**config.mk**
```make
export PLATFORM = sky130hd
export DESIGN_NAME = ps2_host_tx
export DESIGN_NICKNAME = d
export VERILOG_FILES = /design/src/rtl/ps2_host_tx.sv
export SDC_FILE = /design/constraint.sdc
export NUM_CORES = 1
export LEC_CHECK = 0
export ABC_AREA = 1
export ABC_CLOCK_PERIOD_IN_PS = 1910
export CORE_ASPECT_RATIO = 1.4
export CORE_MARGIN = 5
export CORE_UTILIZATION = 59
export DETAILED_ROUTE_END_ITERATION = 16
export GPL_TIMING_DRIVEN = 0
export HOLD_SLACK_MARGIN = 0.02
export PLACE_DENSITY = 0.83
export SETUP_SLACK_MARGIN = 0.15
export SLEW_MARGIN = 15
export SYNTH_ARGS = -nofsm -noshare
export SYNTH_HDL_FRONTEND = slang
export SYNTH_SLANG_ARGS = --single-unit
export TNS_END_PERCENT = 30
```
**constraint.sdc**
```tcl
create_clock -name Clk -period 1.91 [get_ports Clk]
set_clock_uncertainty 0.1 [all_clocks]
set_input_delay 0.382 -clock Clk [delete_from_list [all_inputs] [get_ports Clk]]
set_output_delay 0.382 -clock Clk [all_outputs]
set_load 0.005 [all_outputs]
```
**src/rtl/ps2_host_tx.sv**
```systemverilog
// PS/2 host-to-device command transmitter: inhibits the clock, issues a request-to-send,
// shifts out {stop, parity, data} on device clock falls and checks the device acknowledge.
module ps2_host_tx #(
  parameter int unsigned INHIBIT_CYCLES = 5000,
  parameter int unsigned REQ_CYCLES     = 50,
  parameter int unsigned TIMEOUT_CYCLES = 750000
) (
  input  logic       Clk,
  input  logic       reset_n,
  input  logic       psClk,
  input  logic       psData,
  output logic       psClk_oe,
  output logic       psData_oe,
  input  logic [7:0] tx_data,
  input  logic       tx_valid,
  output logic       tx_ready,
  output logic       busy,
  output logic       done,
  output logic       err
);

  localparam int unsigned PhMax = (INHIBIT_CYCLES > REQ_CYCLES) ? INHIBIT_CYCLES : REQ_CYCLES;
  localparam int unsigned PhW   = $clog2(PhMax + 1);

  localparam logic [PhW-1:0] InhLast = PhW'(INHIBIT_CYCLES - 1);
  localparam logic [PhW-1:0] ReqLast = PhW'(REQ_CYCLES - 1);
  localparam logic [19:0]    ToLast  = 20'(TIMEOUT_CYCLES - 1);

  localparam logic [2:0] StIdle     = 3'd0;
  localparam logic [2:0] StInhibit  = 3'd1;
  localparam logic [2:0] StReq      = 3'd2;
  localparam logic [2:0] StSend     = 3'd3;
  localparam logic [2:0] StAck      = 3'd4;
  localparam logic [2:0] StWaitIdle = 3'd5;

  logic [2:0]     state_q, state_d;
  logic [PhW-1:0] ph_cnt_q, ph_cnt_d;
  logic [19:0]    to_cnt_q, to_cnt_d;
  logic [3:0]     bit_cnt_q, bit_cnt_d;
  logic [8:0]     sh_q, sh_d;
  logic           clk_oe_q, clk_oe_d;
  logic           dat_oe_q, dat_oe_d;
  logic           done_q, done_d;
  logic           err_q, err_d;
  logic           clk_s1_q, clk_s2_q, clk_prev_q;
  logic           dat_s1_q, dat_s2_q;
  logic           fall;
  logic           to_hit;

  assign fall   = clk_prev_q & ~clk_s2_q;
  assign to_hit = (to_cnt_q == ToLast);

  always_comb begin
    state_d   = state_q;
    ph_cnt_d  = ph_cnt_q;
    to_cnt_d  = to_cnt_q;
    bit_cnt_d = bit_cnt_q;
    sh_d      = sh_q;
    clk_oe_d  = clk_oe_q;
    dat_oe_d  = dat_oe_q;
    done_d    = 1'b0;
    err_d     = 1'b0;

    if (state_q == StSend || state_q == StAck || state_q == StWaitIdle) begin
      to_cnt_d = fall ? 20'd0 : to_cnt_q + 20'd1;
    end

    case (state_q)
      StIdle: begin
        if (tx_valid) begin
          sh_d      = {~^tx_data, tx_data};
          bit_cnt_d = 4'd0;
          ph_cnt_d  = '0;
          clk_oe_d  = 1'b1;
          state_d   = StInhibit;
        end
      end
      StInhibit: begin
        if (ph_cnt_q == InhLast) begin
          ph_cnt_d = '0;
          dat_oe_d = 1'b1;
          state_d  = StReq;
        end else begin
          ph_cnt_d = ph_cnt_q + 1'b1;
        end
      end
      StReq: begin
        if (ph_cnt_q == ReqLast) begin
          clk_oe_d = 1'b0;
          to_cnt_d = 20'd0;
          state_d  = StSend;
        end else begin
          ph_cnt_d = ph_cnt_q + 1'b1;
        end
      end
      StSend: begin
        if (to_hit) begin
          clk_oe_d = 1'b0;
          dat_oe_d = 1'b0;
          err_d    = 1'b1;
          state_d  = StIdle;
        end else if (fall) begin
          // A 1 is shifted in behind parity so the tenth fall presents the stop bit.
          bit_cnt_d = bit_cnt_q + 4'd1;
          dat_oe_d  = ~sh_q[0];
          sh_d      = {1'b1, sh_q[8:1]};
          if (bit_cnt_q == 4'd9) begin
            state_d = StAck;
          end
        end
      end
      StAck: begin
        if (to_hit) begin
          clk_oe_d = 1'b0;
          dat_oe_d = 1'b0;
          err_d    = 1'b1;
          state_d  = StIdle;
        end else if (fall) begin
          if (dat_s2_q) begin
            err_d   = 1'b1;
            state_d = StIdle;
          end else begin
            state_d = StWaitIdle;
          end
        end
      end
      StWaitIdle: begin
        if (to_hit) begin
          clk_oe_d = 1'b0;
          dat_oe_d = 1'b0;
          err_d    = 1'b1;
          state_d  = StIdle;
        end else if (clk_s2_q && dat_s2_q) begin
          done_d  = 1'b1;
          state_d = StIdle;
        end
      end
      default: begin
        clk_oe_d = 1'b0;
        dat_oe_d = 1'b0;
        state_d  = StIdle;
      end
    endcase
  end

  always_ff @(posedge Clk) begin
    if (!reset_n) begin
      state_q    <= StIdle;
      ph_cnt_q   <= '0;
      to_cnt_q   <= 20'd0;
      bit_cnt_q  <= 4'd0;
      sh_q       <= 9'd0;
      clk_oe_q   <= 1'b0;
      dat_oe_q   <= 1'b0;
      done_q     <= 1'b0;
      err_q      <= 1'b0;
      clk_s1_q   <= 1'b1;
      clk_s2_q   <= 1'b1;
      clk_prev_q <= 1'b1;
      dat_s1_q   <= 1'b1;
      dat_s2_q   <= 1'b1;
    end else begin
      state_q    <= state_d;
      ph_cnt_q   <= ph_cnt_d;
      to_cnt_q   <= to_cnt_d;
      bit_cnt_q  <= bit_cnt_d;
      sh_q       <= sh_d;
      clk_oe_q   <= clk_oe_d;
      dat_oe_q   <= dat_oe_d;
      done_q     <= done_d;
      err_q      <= err_d;
      clk_s1_q   <= psClk;
      clk_s2_q   <= clk_s1_q;
      clk_prev_q <= clk_s2_q;
      dat_s1_q   <= psData;
      dat_s2_q   <= dat_s1_q;
    end
  end

  assign psClk_oe  = clk_oe_q;
  assign psData_oe = dat_oe_q;
  assign tx_ready  = (state_q == StIdle);
  assign busy      = (state_q != StIdle);
  assign done      = done_q;
  assign err       = err_q;

endmodule

```
==> results.py <==
metrics = {
    "run_status": {
        "status": "completed",
    },
    "sta": {
        "setup_viol": 0,
        "fin_tns_setup_ns": 0,
        "slew_viol_final": 0,
        "period_minus_slack_ns": 1.74,
        "hold_violations": 0,
        "slew_headroom_pct": 61.8,
        "fmax_ghz": 0.575,
        "worst_pin_slew_ns": 0.574,
        "whs_ns": 0.313,
        "rsz0062_at_grt": "yes",
        "fin_crit_sh_pct": 91.0,
    },
    "layout": {
        "area_growth_pct": 23.2,
        "antennaDiodeCount": 0,
        "drive_gt1_share_pct": 18.5,
        "nets": 526,
    },
    "synth": {
        "postSynthCellCount": 467,
        "yosys_register_bits": 58,
        "syn_nets": 485,
        "yosysTopAreaCellShare_pct": 36.9,
        "synth_area_leaders": "dfxtp_1 (37%), nand2_1 (13%), nor2_1 (8.6%)",
        "yosysUniqueCellTypes": 33,
        "ys_seq_area_share_pct": 36.9,
        "netlist_area_sq_um": 3150,
        "syn_area_per_cell_sq_um": 6.74,
        "yosysWarningCount": 0,
        "synth_area_leader_cell": "dfxtp_1",
    },
    "worst_setup_path": {
        "slowest_delay_ns": 0.36,
        "crit_type": "reg -> reg",
        "cp_data_required_time_ns": 2.04,
        "end_kind": "flip-flop",
        "start_kind": "flip-flop",
        "cp_cell_sequence": "ha_4 > nand3_2 > nor3_2 > nand2_1 > nor2_2 > nand2_2 > nor2_4 > a21oi_1 > o21a_1",
        "arrival_ns": 1.87,
        "crit_fanout": 3,
        "cpMaxStageDelayCell": "dfxtp_4",
    },
    "pwr": {
        "power_leakage_uw": 0.00173,
        "power_frac_seq_pct": 35.8,
        "internal_power_uw": 2760,
        "powerDensity_nw_per_um2": 1090,
        "p_sw_uw": 1450,
        "clkPwrFrac_pct": 29.9,
        "p_sw_share_pct": 34.5,
        "combPwrFrac_pct": 34.3,
        "vdd_drop_max_v": 0.000864,
    },
    "drt": {
        "vias": 3134,
        "drtPass1Iterations": 4,
        "drt_iter0_drc": 147,
        "viasPerCell": 5.41,
        "drc": 0,
        "wl_microns": 7480,
        "antenna_left": 0,
        "wl_per_cell_microns": 12.9,
    },
    "clock_tree": {
        "numCtsBuffers": 9,
        "holdBufCountCts": 0,
        "htreeDepth": 3,
        "cts_root_buf": "clkbuf_8",
        "clockBufferDepth": 2,
        "path_clk_slew_ns": 0.07,
        "worstSkewPairLatency_ns": 0.34,
        "cts_tree": "done",
        "cts.sinks": 58,
    },
    "place": {
        "hpwl_microns": 5080,
        "port_buffers": 17,
        "gp_congestion": 0.849,
    },
    "floorplan": {
        "die_area_sq_um": 6920,
        "die_height_microns": 96.4,
        "initial_utilization_pct": 60.6,
        "coreArea_sq_um": 5200,
        "placementRows": 31,
        "die_x_microns": 71.7,
        "io_pins": 19,
    },
    "global_route": {
        "grt_util_all_layers_pct": 21.4,
        "grt_antenna_before_repair": 0,
        "grt_pass1_wl_microns": 11500,
        "grt_pass1_vias": 2837,
        "grt_overflow": 0,
        "grt_max_degree": 11,
    },
    "worst_hold_path": {
        "hold_class": "reg -> reg",
    },
    "run": {
        "cap_violations": 0,
    },
}
layout make-up:
cell class              instances  area (sq um)
repair buffers                 30           279
fillers                       381          1320
inverters                      61           241
flip-flops and latches         58          1180
clock buffers                  11           141
clock inverters                 5          77.6
well taps                      66          82.6
multi-input cells             336          1780
plain buffers                  12          97.6
metal layers:
metal | up-vias | part of all wire [%] | GRT usage (%)
met2 | 80 | 54 | 40.6
met3 | 24 | 3.7 | 5.80
li1 | 1581 | - | -
met4 | 0 | 3.0 | 12.4
met1 | 1449 | 39 | 20.5
met5 | - | 0 | 0
logic make-up (layout without fill, tap and decap cells):
group | after synthesis | in the layout | share of synthesized area, %
AO/OA/AOI/OAI | 61 | 61 | 12.2
XOR/XNOR | 11 | 11 | 3.06
adder cells (fa/ha/maj) | 5 | 5 | 1.99
buffers and inverters | 73 | 119 | 10.0
flip-flops | 58 | 58 | 36.9
AND/OR/NAND/NOR | 259 | 259 | 35.9
synthesized netlist by cell type:
library cell / number
o21a_1: 4
or2_4: 1
or2_2: 4
o21ai_2: 1
nor4_1: 2
dfxtp_1: 58
nand2_1: 113
clkbuf_1: 2
nor3_1: 10
nor2_1: 72
inv_2: 5
xor2_1: 5
nand4_1: 10
o211a_1: 9
o21bai_1: 3
and3_1: 2
nor2_2: 1
a21oi_2: 1
a21oi_1: 28
nor4_2: 1
inv_1: 54
nand3_2: 3
buf_4: 2
inv_4: 2
xnor2_1: 6
buf_2: 5
nand3_1: 35
nand2_4: 2
buf_6: 3
o21ai_0: 14
ha_1: 5
nand2_2: 3
a211oi_2: 1
power by group through the flow:
stage	clock network, uW	logic (uW)	registers (uW)
6_report	1260	1450	1510
2_1_floorplan	0	891	1470
5_1_grt	1330	1580	1520
3_5_place_dp	0	1190	1500
3_3_place_gp	0	1170	1490
4_1_cts	1280	1250	1480
cell usage in the layout (no fill, tap or decap), types with 10 or more instances in the layout:
| master | instances |
|---|---|
| inv_1 | 53 |
| clkbuf_8 | 10 |
| nand3_1 | 34 |
| dfxtp_2 | 10 |
| clkdlybuf4s50_1 | 15 |
| o21ai_0 | 13 |
| nand2_1 | 108 |
| a21oi_1 | 28 |
| dfxtp_1 | 47 |
| nand4_1 | 10 |
| nor2_1 | 63 |
| buf_4 | 13 |
stage by stage:
step	instance area (sq um)	util, %	setup slack (ns)	instances	total power [uW]
floorplan	3150	-	0.297	467	2360
CTS	3660	70.5	0.0605	568	4000
global placement	3400	65.5	0.0570	550	2660
detailed placement	3400	65.5	0.00984	550	2690
global route	3880	74.6	0.0640	579	4440
finish	3880	74.6	0.171	579	4220
critical path: cells and delay by family (launching register included):
kind	cells	cell delay, ns
and+or+nand+nor	6	0.86
DFF	1	0.36
AOI/OAI and AO/OA	2	0.15
adders and majority gates	1	0.14
timing repair:
| item | in CTS | in global routing |
|---|---|---|
| setup endpoints to repair | 22 | 48 |
| gates resized for setup | 12 | 41 |
| pin swaps | 0 | 12 |
| cloned | 0 | 0 |
| buffers inserted | 2 | 11 |
registers in the layout, summed over array words and instances, names as in the netlist, 3 cells and up:
signal     cells
to_cnt_q      20
ph_cnt_q      13
sh_q           9
bit_cnt_q      4
state_q        3
worst paths after layout:
kind / start / end / slack, ns / depth (start not counted)
worst max register to register: to_cnt_q[1]$_SDFF_PN0_ / to_cnt_q[14]$_SDFF_PN0_ / 0.17 / 9
worst min-delay path: dat_s1_q$_SDFF_PN1_ / dat_s2_q$_SDFF_PN1_ / 0.31 / 1
worst max-delay path: to_cnt_q[1]$_SDFF_PN0_ / to_cnt_q[14]$_SDFF_PN0_ / 0.17 / 9
worst min register to register: dat_s1_q$_SDFF_PN1_ / dat_s2_q$_SDFF_PN1_ / 0.31 / 1
Note: power is estimated with default switching activity, not from simulation.
